$ cat config.mk
export PLATFORM = sky130hd
export DESIGN_NAME = dma_transfer_controller_flat
export DESIGN_NICKNAME = d
export VERILOG_FILES = /design/src/rtl/dma_pkg.sv /design/src/rtl/dma_transfer_controller_if.sv /design/src/rtl/dma_burst_counter.sv /design/src/rtl/dma_transfer_controller.sv /design/src/flat_wrapper.sv
export SDC_FILE = /design/constraint.sdc
export NUM_CORES = 1
export LEC_CHECK = 0
export BUFFER_PORTS_ARGS = -buffer_cell sky130_fd_sc_hd__buf_2
export CORE_AREA = 2 2 116 118
export CTS_BUF_LIST = sky130_fd_sc_hd__clkbuf_8
export CTS_CLUSTER_DIAMETER = 60
export DETAILED_ROUTE_END_ITERATION = 16
export DIE_AREA = 0 0 118 120
export PLACE_DENSITY = 0.73
export SLEW_MARGIN = 5
export SYNTH_ARGS = -nofsm -noshare
export SYNTH_HDL_FRONTEND = slang
export SYNTH_SLANG_ARGS = --single-unit
$ cat constraint.sdc
create_clock -name clock -period 4.8 [get_ports clock]
set_input_delay 0 -clock clock [delete_from_list [all_inputs] [get_ports clock]]
set_output_delay 0 -clock clock [all_outputs]
set_load 0.01 [all_outputs]
$ cat src/rtl/dma_pkg.sv
// Shared constants and FSM state encoding for the DMA transfer controller slice.
package dma_pkg;

  localparam int unsigned MEM_AW    = 9;
  localparam int unsigned MEM_DEPTH = 512;
  localparam int unsigned BLOCK_W   = 10;
  localparam int unsigned BURST_W   = 8;
  localparam int unsigned DATA_W    = 32;
  localparam int unsigned BUS_AW    = 32;

  // Byte stride of one 32-bit word on the system bus
  localparam logic [BUS_AW-1:0] BUS_WORD_STEP = 32'd4;

  typedef enum logic [2:0] {
    ST_IDLE      = 3'd0,
    ST_REQUEST   = 3'd1,
    ST_BEGIN     = 3'd2,
    ST_READ      = 3'd3,
    ST_WRITE     = 3'd4,
    ST_END_WRITE = 3'd5,
    ST_FINISH    = 3'd6,
    ST_ERROR     = 3'd7
  } dma_state_e;

endpackage

$ cat src/rtl/dma_transfer_controller_if.sv
// System bus signals between the DMA controller (master) and the bus/arbiter (slave).
interface dma_transfer_controller_if #(
  parameter int unsigned BURST_W = dma_pkg::BURST_W
);

  logic                requestTransaction;
  logic                transactionGranted;
  logic                beginTransactionOut;
  logic [31:0]         addressDataOut;
  logic [BURST_W-1:0]  burstSizeOut;
  logic                readNotWriteOut;
  logic                dataValidOut;
  logic                endTransactionOut;
  logic [31:0]         addressDataIn;
  logic                dataValidIn;
  logic                endTransactionIn;
  logic                busyIn;
  logic                busErrorIn;

  modport master (
    output requestTransaction,
    output beginTransactionOut,
    output addressDataOut,
    output burstSizeOut,
    output readNotWriteOut,
    output dataValidOut,
    output endTransactionOut,
    input  transactionGranted,
    input  addressDataIn,
    input  dataValidIn,
    input  endTransactionIn,
    input  busyIn,
    input  busErrorIn
  );

  modport slave (
    input  requestTransaction,
    input  beginTransactionOut,
    input  addressDataOut,
    input  burstSizeOut,
    input  readNotWriteOut,
    input  dataValidOut,
    input  endTransactionOut,
    output transactionGranted,
    output addressDataIn,
    output dataValidIn,
    output endTransactionIn,
    output busyIn,
    output busErrorIn
  );

endinterface

$ cat src/rtl/dma_burst_counter.sv
// Remaining-word and beat bookkeeping, burst length selection and address stepping
// for one DMA block transfer.
module dma_burst_counter #(
  parameter int unsigned MEM_AW  = dma_pkg::MEM_AW,
  parameter int unsigned BLOCK_W = dma_pkg::BLOCK_W,
  parameter int unsigned BURST_W = dma_pkg::BURST_W
) (
  input  logic               clock,
  input  logic               reset,
  input  logic               load_i,
  input  logic               burst_init_i,
  input  logic               step_i,
  input  logic [31:0]        bus_addr_i,
  input  logic [MEM_AW-1:0]  mem_addr_i,
  input  logic [BLOCK_W-1:0] block_size_i,
  input  logic [BURST_W-1:0] burst_size_i,
  output logic [31:0]        bus_addr_o,
  output logic [MEM_AW-1:0]  mem_addr_o,
  output logic [MEM_AW-1:0]  mem_addr_inc_o,
  output logic [BURST_W-1:0] burst_size_out_o,
  output logic               room_o,
  output logic               last_beat_o,
  output logic               rem_zero_o,
  output logic               rem_one_o
);
  import dma_pkg::*;

  // Wide enough for both burstSize+1 and the block size
  localparam int unsigned CNT_W = ((BURST_W + 1) > BLOCK_W) ? (BURST_W + 1) : BLOCK_W;

  logic [BLOCK_W-1:0] remaining_q, remaining_d;
  logic [BURST_W-1:0] burst_size_q, burst_size_d;
  logic [CNT_W-1:0]   burst_len_q, burst_len_d;
  logic [CNT_W-1:0]   beat_q, beat_d;
  logic [31:0]        bus_addr_q, bus_addr_d;
  logic [MEM_AW-1:0]  mem_addr_q, mem_addr_d;

  logic [CNT_W-1:0]   burst_cap_c;
  logic [CNT_W-1:0]   rem_ext_c;
  logic [CNT_W-1:0]   burst_len_c;

  assign burst_cap_c = CNT_W'(burst_size_q) + CNT_W'(1);
  assign rem_ext_c   = CNT_W'(remaining_q);
  assign burst_len_c = (burst_cap_c < rem_ext_c) ? burst_cap_c : rem_ext_c;

  // A beat may only count while both the burst and the block still have room
  assign room_o           = (beat_q != burst_len_q) && (remaining_q != '0);
  assign last_beat_o      = ((beat_q + CNT_W'(1)) == burst_len_q);
  assign rem_zero_o       = (remaining_q == '0);
  assign rem_one_o        = (remaining_q == BLOCK_W'(1));
  assign bus_addr_o       = bus_addr_q;
  assign mem_addr_o       = mem_addr_q;
  assign mem_addr_inc_o   = mem_addr_q + MEM_AW'(1);
  assign burst_size_out_o = BURST_W'(burst_len_q - CNT_W'(1));

  always_comb begin
    remaining_d  = remaining_q;
    burst_size_d = burst_size_q;
    burst_len_d  = burst_len_q;
    beat_d       = beat_q;
    bus_addr_d   = bus_addr_q;
    mem_addr_d   = mem_addr_q;
    if (load_i) begin
      remaining_d  = block_size_i;
      burst_size_d = burst_size_i;
      burst_len_d  = '0;
      beat_d       = '0;
      bus_addr_d   = bus_addr_i;
      mem_addr_d   = mem_addr_i;
    end else if (burst_init_i) begin
      burst_len_d = burst_len_c;
      beat_d      = '0;
    end else if (step_i && room_o) begin
      remaining_d = remaining_q - BLOCK_W'(1);
      beat_d      = beat_q + CNT_W'(1);
      bus_addr_d  = bus_addr_q + BUS_WORD_STEP;
      mem_addr_d  = mem_addr_q + MEM_AW'(1);
    end
  end

  always_ff @(posedge clock) begin
    if (reset) begin
      remaining_q  <= '0;
      burst_size_q <= '0;
      burst_len_q  <= '0;
      beat_q       <= '0;
      bus_addr_q   <= '0;
      mem_addr_q   <= '0;
    end else begin
      remaining_q  <= remaining_d;
      burst_size_q <= burst_size_d;
      burst_len_q  <= burst_len_d;
      beat_q       <= beat_d;
      bus_addr_q   <= bus_addr_d;
      mem_addr_q   <= mem_addr_d;
    end
  end

endmodule

$ cat src/rtl/dma_transfer_controller.sv
// DMA sequencer: splits a block into bus bursts and moves words between the
// system bus and port B of the local DMA memory.
module dma_transfer_controller #(
  parameter int unsigned MEM_AW  = dma_pkg::MEM_AW,
  parameter int unsigned BLOCK_W = dma_pkg::BLOCK_W,
  parameter int unsigned BURST_W = dma_pkg::BURST_W
) (
  input  logic                clock,
  input  logic                reset,
  input  logic                startTransfer,
  input  logic                readNotWrite,
  input  logic [31:0]         busStartAddress,
  input  logic [MEM_AW-1:0]   memStartAddress,
  input  logic [BLOCK_W-1:0]  blockSize,
  input  logic [BURST_W-1:0]  burstSize,
  output logic                busy,
  output logic                done,
  output logic                error,
  output logic [MEM_AW-1:0]   memAddress,
  output logic                memWriteEnable,
  output logic [31:0]         memWriteData,
  input  logic [31:0]         memReadData,
  dma_transfer_controller_if.master bus
);
  import dma_pkg::*;

  dma_state_e state_q, state_d;
  logic       dir_q;
  logic       error_q, error_d;

  logic               cnt_load, cnt_burst_init, cnt_step;
  logic [31:0]        cnt_bus_addr;
  logic [MEM_AW-1:0]  cnt_mem_addr, cnt_mem_addr_inc;
  logic [BURST_W-1:0] cnt_burst_size_out;
  logic               cnt_room, cnt_last_beat, cnt_rem_zero, cnt_rem_one;

  logic               req_c, begin_c, rnw_out_c, dvo_c, end_out_c, done_c;
  logic [31:0]        ado_c;
  logic [BURST_W-1:0] bso_c;
  logic [MEM_AW-1:0]  mem_addr_c;
  logic               mem_we_c;
  logic [31:0]        mem_wd_c;

  dma_burst_counter #(
    .MEM_AW (MEM_AW),
    .BLOCK_W(BLOCK_W),
    .BURST_W(BURST_W)
  ) u_counter (
    .clock           (clock),
    .reset           (reset),
    .load_i          (cnt_load),
    .burst_init_i    (cnt_burst_init),
    .step_i          (cnt_step),
    .bus_addr_i      (busStartAddress),
    .mem_addr_i      (memStartAddress),
    .block_size_i    (blockSize),
    .burst_size_i    (burstSize),
    .bus_addr_o      (cnt_bus_addr),
    .mem_addr_o      (cnt_mem_addr),
    .mem_addr_inc_o  (cnt_mem_addr_inc),
    .burst_size_out_o(cnt_burst_size_out),
    .room_o          (cnt_room),
    .last_beat_o     (cnt_last_beat),
    .rem_zero_o      (cnt_rem_zero),
    .rem_one_o       (cnt_rem_one)
  );

  always_ff @(posedge clock) begin
    if (reset) begin
      state_q <= ST_IDLE;
      dir_q   <= 1'b0;
      error_q <= 1'b0;
    end else begin
      state_q <= state_d;
      error_q <= error_d;
      if (cnt_load) begin
        dir_q <= readNotWrite;
      end
    end
  end

  // Next state, counter control and bus/memory strobes
  always_comb begin
    state_d        = state_q;
    error_d        = error_q;
    cnt_load       = 1'b0;
    cnt_burst_init = 1'b0;
    cnt_step       = 1'b0;
    req_c          = 1'b0;
    begin_c        = 1'b0;
    rnw_out_c      = 1'b0;
    dvo_c          = 1'b0;
    end_out_c      = 1'b0;
    done_c         = 1'b0;
    ado_c          = '0;
    bso_c          = '0;
    mem_addr_c     = '0;
    mem_we_c       = 1'b0;
    mem_wd_c       = '0;

    case (state_q)
      ST_IDLE: begin
        if (startTransfer) begin
          cnt_load = 1'b1;
          error_d  = 1'b0;
          state_d  = (blockSize == '0) ? ST_FINISH : ST_REQUEST;
        end
      end
      ST_REQUEST: begin
        req_c          = 1'b1;
        cnt_burst_init = 1'b1;
        if (bus.transactionGranted) begin
          state_d = ST_BEGIN;
        end
      end
      ST_BEGIN: begin
        begin_c   = 1'b1;
        ado_c     = cnt_bus_addr;
        bso_c     = cnt_burst_size_out;
        rnw_out_c = dir_q;
        // Prime the memory read so the first write beat has its data next cycle
        if (!dir_q) begin
          mem_addr_c = cnt_mem_addr;
        end
        if (bus.busErrorIn) begin
          state_d = ST_ERROR;
        end else begin
          state_d = dir_q ? ST_READ : ST_WRITE;
        end
      end
      ST_READ: begin
        mem_addr_c = cnt_mem_addr;
        if (bus.busErrorIn) begin
          state_d = ST_ERROR;
        end else begin
          if (bus.dataValidIn && cnt_room) begin
            mem_we_c = 1'b1;
            mem_wd_c = bus.addressDataIn;
            cnt_step = 1'b1;
          end
          if (bus.endTransactionIn) begin
            state_d = (cnt_step ? cnt_rem_one : cnt_rem_zero) ? ST_FINISH : ST_REQUEST;
          end
        end
      end
      ST_WRITE: begin
        dvo_c      = 1'b1;
        ado_c      = memReadData;
        mem_addr_c = cnt_mem_addr;
        if (bus.busErrorIn) begin
          state_d = ST_ERROR;
        end else if (!bus.busyIn) begin
          // Fetch ahead only on accept so a stalled beat keeps its data
          cnt_step   = 1'b1;
          mem_addr_c = cnt_mem_addr_inc;
          if (cnt_last_beat) begin
            state_d = ST_END_WRITE;
          end
        end
      end
      ST_END_WRITE: begin
        end_out_c = 1'b1;
        if (bus.busErrorIn) begin
          state_d = ST_ERROR;
        end else begin
          state_d = cnt_rem_zero ? ST_FINISH : ST_REQUEST;
        end
      end
      ST_FINISH: begin
        done_c  = 1'b1;
        state_d = ST_IDLE;
      end
      ST_ERROR: begin
        state_d = ST_IDLE;
      end
      default: begin
        state_d = ST_IDLE;
      end
    endcase

    if (state_d == ST_ERROR) begin
      error_d = 1'b1;
    end
  end

  assign busy  = (state_q == ST_REQUEST) || (state_q == ST_BEGIN) || (state_q == ST_READ) ||
                 (state_q == ST_WRITE) || (state_q == ST_END_WRITE);
  assign done  = done_c;
  assign error = error_q;

  assign memAddress     = mem_addr_c;
  assign memWriteEnable = mem_we_c;
  assign memWriteData   = mem_wd_c;

  assign bus.requestTransaction  = req_c;
  assign bus.beginTransactionOut = begin_c;
  assign bus.addressDataOut      = ado_c;
  assign bus.burstSizeOut        = bso_c;
  assign bus.readNotWriteOut     = rnw_out_c;
  assign bus.dataValidOut        = dvo_c;
  assign bus.endTransactionOut   = end_out_c;

endmodule

$ cat src/flat_wrapper.sv
// flat-port wrapper written by rule: the top's interface ports become plain ports
module dma_transfer_controller_flat import dma_pkg::*;
#(
  parameter int unsigned MEM_AW  = dma_pkg::MEM_AW,
  parameter int unsigned BLOCK_W = dma_pkg::BLOCK_W,
  parameter int unsigned BURST_W = dma_pkg::BURST_W
)
  (clock, reset, startTransfer, readNotWrite, busStartAddress, memStartAddress, blockSize, burstSize, busy, done, error, memAddress, memWriteEnable, memWriteData, memReadData, bus_requestTransaction, bus_beginTransactionOut, bus_addressDataOut, bus_burstSizeOut, bus_readNotWriteOut, bus_dataValidOut, bus_endTransactionOut, bus_transactionGranted, bus_addressDataIn, bus_dataValidIn, bus_endTransactionIn, bus_busyIn, bus_busErrorIn);
  dma_transfer_controller_if #(.BURST_W(BURST_W)) bus_i ();
  input  logic clock;
  input  logic reset;
  input  logic startTransfer;
  input  logic readNotWrite;
  input  logic [31:0] busStartAddress;
  input  logic [MEM_AW-1:0] memStartAddress;
  input  logic [BLOCK_W-1:0] blockSize;
  input  logic [BURST_W-1:0] burstSize;
  output logic busy;
  output logic done;
  output logic error;
  output logic [MEM_AW-1:0] memAddress;
  output logic memWriteEnable;
  output logic [31:0] memWriteData;
  input  logic [31:0] memReadData;
  output wire logic [$bits(bus_i.requestTransaction)-1:0] bus_requestTransaction;
  output wire logic [$bits(bus_i.beginTransactionOut)-1:0] bus_beginTransactionOut;
  output wire logic [$bits(bus_i.addressDataOut)-1:0] bus_addressDataOut;
  output wire logic [$bits(bus_i.burstSizeOut)-1:0] bus_burstSizeOut;
  output wire logic [$bits(bus_i.readNotWriteOut)-1:0] bus_readNotWriteOut;
  output wire logic [$bits(bus_i.dataValidOut)-1:0] bus_dataValidOut;
  output wire logic [$bits(bus_i.endTransactionOut)-1:0] bus_endTransactionOut;
  input wire logic [$bits(bus_i.transactionGranted)-1:0] bus_transactionGranted;
  input wire logic [$bits(bus_i.addressDataIn)-1:0] bus_addressDataIn;
  input wire logic [$bits(bus_i.dataValidIn)-1:0] bus_dataValidIn;
  input wire logic [$bits(bus_i.endTransactionIn)-1:0] bus_endTransactionIn;
  input wire logic [$bits(bus_i.busyIn)-1:0] bus_busyIn;
  input wire logic [$bits(bus_i.busErrorIn)-1:0] bus_busErrorIn;
  assign bus_requestTransaction = bus_i.requestTransaction;
  assign bus_beginTransactionOut = bus_i.beginTransactionOut;
  assign bus_addressDataOut = bus_i.addressDataOut;
  assign bus_burstSizeOut = bus_i.burstSizeOut;
  assign bus_readNotWriteOut = bus_i.readNotWriteOut;
  assign bus_dataValidOut = bus_i.dataValidOut;
  assign bus_endTransactionOut = bus_i.endTransactionOut;
  assign bus_i.transactionGranted = bus_transactionGranted;
  assign bus_i.addressDataIn = bus_addressDataIn;
  assign bus_i.dataValidIn = bus_dataValidIn;
  assign bus_i.endTransactionIn = bus_endTransactionIn;
  assign bus_i.busyIn = bus_busyIn;
  assign bus_i.busErrorIn = bus_busErrorIn;
  dma_transfer_controller #(.MEM_AW(MEM_AW), .BLOCK_W(BLOCK_W), .BURST_W(BURST_W)) u_core (.clock(clock), .reset(reset), .startTransfer(startTransfer), .readNotWrite(readNotWrite), .busStartAddress(busStartAddress), .memStartAddress(memStartAddress), .blockSize(blockSize), .burstSize(burstSize), .busy(busy), .done(done), .error(error), .memAddress(memAddress), .memWriteEnable(memWriteEnable), .memWriteData(memWriteData), .memReadData(memReadData), .bus(bus_i));
endmodule
==> out/summary.md <==
The run finished with clean final reports. For this run, the top clock speed supported by timing is 0.296 GHz. In the post-synthesis netlist, the biggest area contributors are sky130_fd_sc_hd__dfxtp_1, sky130_fd_sc_hd__xor2_1, sky130_fd_sc_hd__nor2_1. Along the worst hold path, the cell count comes to 4. For the synthesized area, the log shows 0.00587 mm2. The die extent in x came out at 118 um. In this run the worst path has a maximum fanout of 44. Once the clock tree was built, the setup fixing pass inserted 0 buffers. After Yosys synthesis, XOR and XNOR cells account for 10.4% of the synthesized area.

For the pin with the worst max-slew slack, the measured transition is 1110 ps. The share of the Yosys chip area taken by registers is 28.6%. The maximum level of the CTS H-tree is 3. The ratio of total power to cell area came out at 398 mW/mm2.

For this design the static power due to leakage is 0.00350 uW. STA classifies the critical path endpoint as a flop. The number of clock buffers added by TritonCTS is 9.

Setup repair after global routing left no endpoint under its margin. Synthesis inferred 84 register bits. Delay of the slowest cell on the worst path: 810 ps. The overall power of the completed layout was 3120 uW. The tools report the total via count in the routed design as 6510. The synthesized design contains 0 enable-type register cells. TritonCTS built the clock tree. The run gives 1420 ps as the slack of the worst reg-to-reg path. In this run the worst hold path is classified as in -> reg.

The initial utilization of the core area, before any placement, comes to 45.2%. Of the total synthesized cell area, the portion taken by AND, OR, NAND and NOR gates is 29.2%. The logs give 1178 for the number of fill cells in the layout and 106 for the pin count of the biggest net entering global routing. The tools report the overall routed net length as 18000 um. In this run the deepest clock path goes through 2 buffers.

In this run the mean area of a mapped cell was 7.59 um2. The cell count after synthesis is 773. Across the routed clock network, the largest skew measured is 9.14 ps.

The worst setup path is launched from a flop. The origin of the worst min-delay path is bus_endTransactionIn. Summing the areas of all fa, ha and maj instances in the mapped netlist gives 3.20% of the synthesized area.

Across the whole layout, storage elements account for 0.00168 mm2. The run gives 222 as the total I/O pin count. The endpoint identified for the worst register-to-register timing path is u_core.u_counter.bus_addr_o[22]$_SDFFE_PP0P_. Using the TritonRoute via totals, the vias-per-cell ratio works out to 5.45. The count of antenna diodes in the layout came out at 0. The worst path uses 70.4% of the clock period. Once layout is done, the placed cells without fillers occupy 0.00783 mm2. The share of cell area taken by muxes after synthesis is 0.682%. The post-synthesis net count is 920, and the slack of the critical path is 1420 ps. The depth of the worst register-to-register path is 6, and the yosys synthesis warning count is 0. The slowest stage of the critical path belongs to the cell sky130_fd_sc_hd__o311a_2. The logs give 0.916 for the weighted congestion at the end of routability-driven global placement and 28900 um for the wire length of the first global-routing pass. For the worst setup path, the data arrival time is 3660 ps.

By instance count, the leading cell after synthesis is sky130_fd_sc_hd__nor2_1. The tools report the count of final hold-check violations as 0. In this run the tightest slew margin relative to its limit is 25.7%. After the first detailed-routing iteration, the DRC count stood at 395. The count of buffers added on input and output ports is 221. Global routing used 24.9% of the available tracks. Of all flip-flops after synthesis, the portion carrying an async set or reset was 0%.

The area growth from synthesis to layout is 33.4%. The post-detailed-placement cell area is 0.00699 mm2. In the synthesized netlist the dominant register cell turns out to be sky130_fd_sc_hd__dfxtp_1.

The die covers 0.0142 mm2. The final-report max-slew violation count is 0, and the vertical die dimension is 120 um. At the placement stage, the worst setup path has a slack of 1460 ps. The share of synthesized area in the top cell type comes to 28.6%. The tree is rooted in a sky130_fd_sc_hd__clkbuf_8. The startpoint identified for the worst register-to-register timing path is u_core.state_q[2]$_SDFF_PP0_. The number of distinct library cells after synthesis is 64, and the final sum of negative setup slack is 0 ps. The tools report the final routed DRC violation total as 0. The critical path goes through or3b_1 -> o21ai_2 -> o311a_2 -> nand4_2 -> or3_1 -> a311oi_1. The core region is 0.0130 mm2. Ranked by instance count, the synthesized netlist is headed by sky130_fd_sc_hd__nor2_1, sky130_fd_sc_hd__dfxtp_1, sky130_fd_sc_hd__nand2_1. The floorplan has 42 rows. Across the VDD grid, the largest voltage drop is 221 uV.

The post-detailed-route wirelength per cell was 15.1 um; the final setup violation count was 0. For the via count of the first global-routing pass, the log shows 5851. The number of max-capacitance violations reported is 0, and the shortest period the worst path allows is 3380 ps.

The hold-critical path endpoint was u_core.state_q[0]$_SDFF_PP0_. Once detail routing completed, the nets flagged for antenna violations numbered 0. The placed wire-length estimate was 12500 um; the aggregate global routing overflow was 0. Number of detailed-route iterations in the first pass: 5. The synthesized design spends more area on one cell type than any other, namely sky130_fd_sc_hd__dfxtp_1. Summing all multi-input logic gate instances after layout gives 0.00386 mm2. After the last flow step, the layout net total stands at 1160. The clock reaches the later pin of the worst-skew pair after 370 ps. After synthesis, the largest family of logic cells by area is simple AND/OR/NAND/NOR gates. The complex-gate fraction of the synthesized area was 22.0%.

The worst setup path is of the reg -> reg kind. The required arrival time at the worst endpoint was 5080 ps; the number of clock sinks was 84. Clock-pin transition on the worst setup and hold timing paths: 90 ps. The initial antenna violation count was 0; the share of cells above drive strength 1 was 25.1%. Cells fill 60.3% of the core in the end.
==> sequential cells by signal, indices dropped and copies added (netlist names) <==
signal and cells:
u_core.u_counter.burst_len_q 10, u_core.u_counter.burst_size_q 8, u_core.u_counter.bus_addr_o 32, u_core.state_q 3, u_core.dir_q 1, u_core.error 1, u_core.u_counter.rem_ext_c 10, u_core.u_counter.beat_q 10
u_core.u_counter.mem_addr_o 9
==> worst max-delay path: cells and delay by family, from the launching register on <==
family          cells  cell delay, ps
compound gates      3            1230
flops               1             600
simple gates        3            1420
==> per-layer routing <==
metal | track usage (%) | vias up | share of wire [%] | wire (um)
li1 | - | 3253 | - | -
met1 | 32.5 | 2933 | 44 | 7890
met2 | 41.1 | 293 | 47 | 8410
met3 | 4.42 | 31 | 7.3 | 1310
met4 | 9.71 | 0 | 2.3 | 415
met5 | 0 | - | 0 | 0
==> power breakdown <==
group / internal, uW / switching [uW]
combinational: 587 / 822
sequential: 866 / 229
clock: 344 / 273
==> kinds of logic (layout without fill, tap and decap cells) <==
family	count (synthesis)	in the layout
flops	84	84
simple gates	341	341
buf+inv	79	324
mux	4	4
xor+xnor	70	70
compound gates	180	180
fa+ha+maj	15	15
==> repair_timing <==
action,4_1_cts,5_1_grt
gates resized for setup,0,0
hold endpoints to repair,60,0
hold buffers,60,0
==> cells in the final DEF, fill, tap and decap left out, types with 4 or more instances in the layout <==
master	Yosys	final
sky130_fd_sc_hd__or3_1	13	13
sky130_fd_sc_hd__a22o_1	31	31
sky130_fd_sc_hd__and3_1	17	17
sky130_fd_sc_hd__o21bai_1	4	4
sky130_fd_sc_hd__clkbuf_8	0	9
sky130_fd_sc_hd__mux2i_1	4	4
sky130_fd_sc_hd__dlygate4sd3_1	0	60
sky130_fd_sc_hd__o21ai_0	28	28
sky130_fd_sc_hd__nand3_1	40	40
sky130_fd_sc_hd__buf_2	4	221
sky130_fd_sc_hd__dfxtp_1	84	84
sky130_fd_sc_hd__o21ai_1	4	4
sky130_fd_sc_hd__a21oi_1	27	27
sky130_fd_sc_hd__nor4_1	9	9
sky130_fd_sc_hd__buf_4	1	5
sky130_fd_sc_hd__nand2_1	67	67
sky130_fd_sc_hd__nor2_1	91	91
sky130_fd_sc_hd__and2_1	37	37
sky130_fd_sc_hd__ha_1	15	15
sky130_fd_sc_hd__a311oi_1	11	11
sky130_fd_sc_hd__inv_1	21	21
sky130_fd_sc_hd__nand2b_1	7	7
sky130_fd_sc_hd__o211ai_1	7	7
sky130_fd_sc_hd__a211oi_1	39	39
sky130_fd_sc_hd__xor2_1	40	40
sky130_fd_sc_hd__xnor2_1	30	30
sky130_fd_sc_hd__nor3_1	17	16
sky130_fd_sc_hd__nand4_1	23	23
==> through the flow <==
| stage | cells | hold slack (ps) |
|---|---|---|
| finish | 1194 | 46.5 |
| global route | 1194 | 44.6 |
| CTS | 1194 | 17.6 |
| detailed placement | 1118 | 230 |
| global placement | 1118 | 233 |
| floorplan | 773 | 109 |
==> area by class of cell <==
cell class	instances	area share, %
Sequential cell	84	21.5
Clock buffer	9	1.58
Clock inverter	7	1.47
Multi-Input combinational cell	610	49.3
Timing Repair Buffer	286	22.3
Inverter	22	1.05
Tap cell	176	2.81
==> worst max path at each step <==
stage	from	to	cells after the start
floorplan	u_core.u_counter.burst_size_q[0]$_SDFFE_PP0P_	u_core.u_counter.burst_len_q[5]$_SDFFE_PP0P_	10
global placement	u_core.state_q[2]$_SDFF_PP0_	u_core.u_counter.bus_addr_o[18]$_SDFFE_PP0P_	6
detailed placement	u_core.state_q[2]$_SDFF_PP0_	u_core.u_counter.bus_addr_o[24]$_SDFFE_PP0P_	6
CTS	u_core.state_q[2]$_SDFF_PP0_	u_core.u_counter.bus_addr_o[18]$_SDFFE_PP0P_	6
global route	u_core.state_q[2]$_SDFF_PP0_	u_core.u_counter.bus_addr_o[28]$_SDFFE_PP0P_	6
finish	u_core.state_q[2]$_SDFF_PP0_	u_core.u_counter.bus_addr_o[22]$_SDFFE_PP0P_	6
No activity file was read; power rests on OpenSTA's default activity.
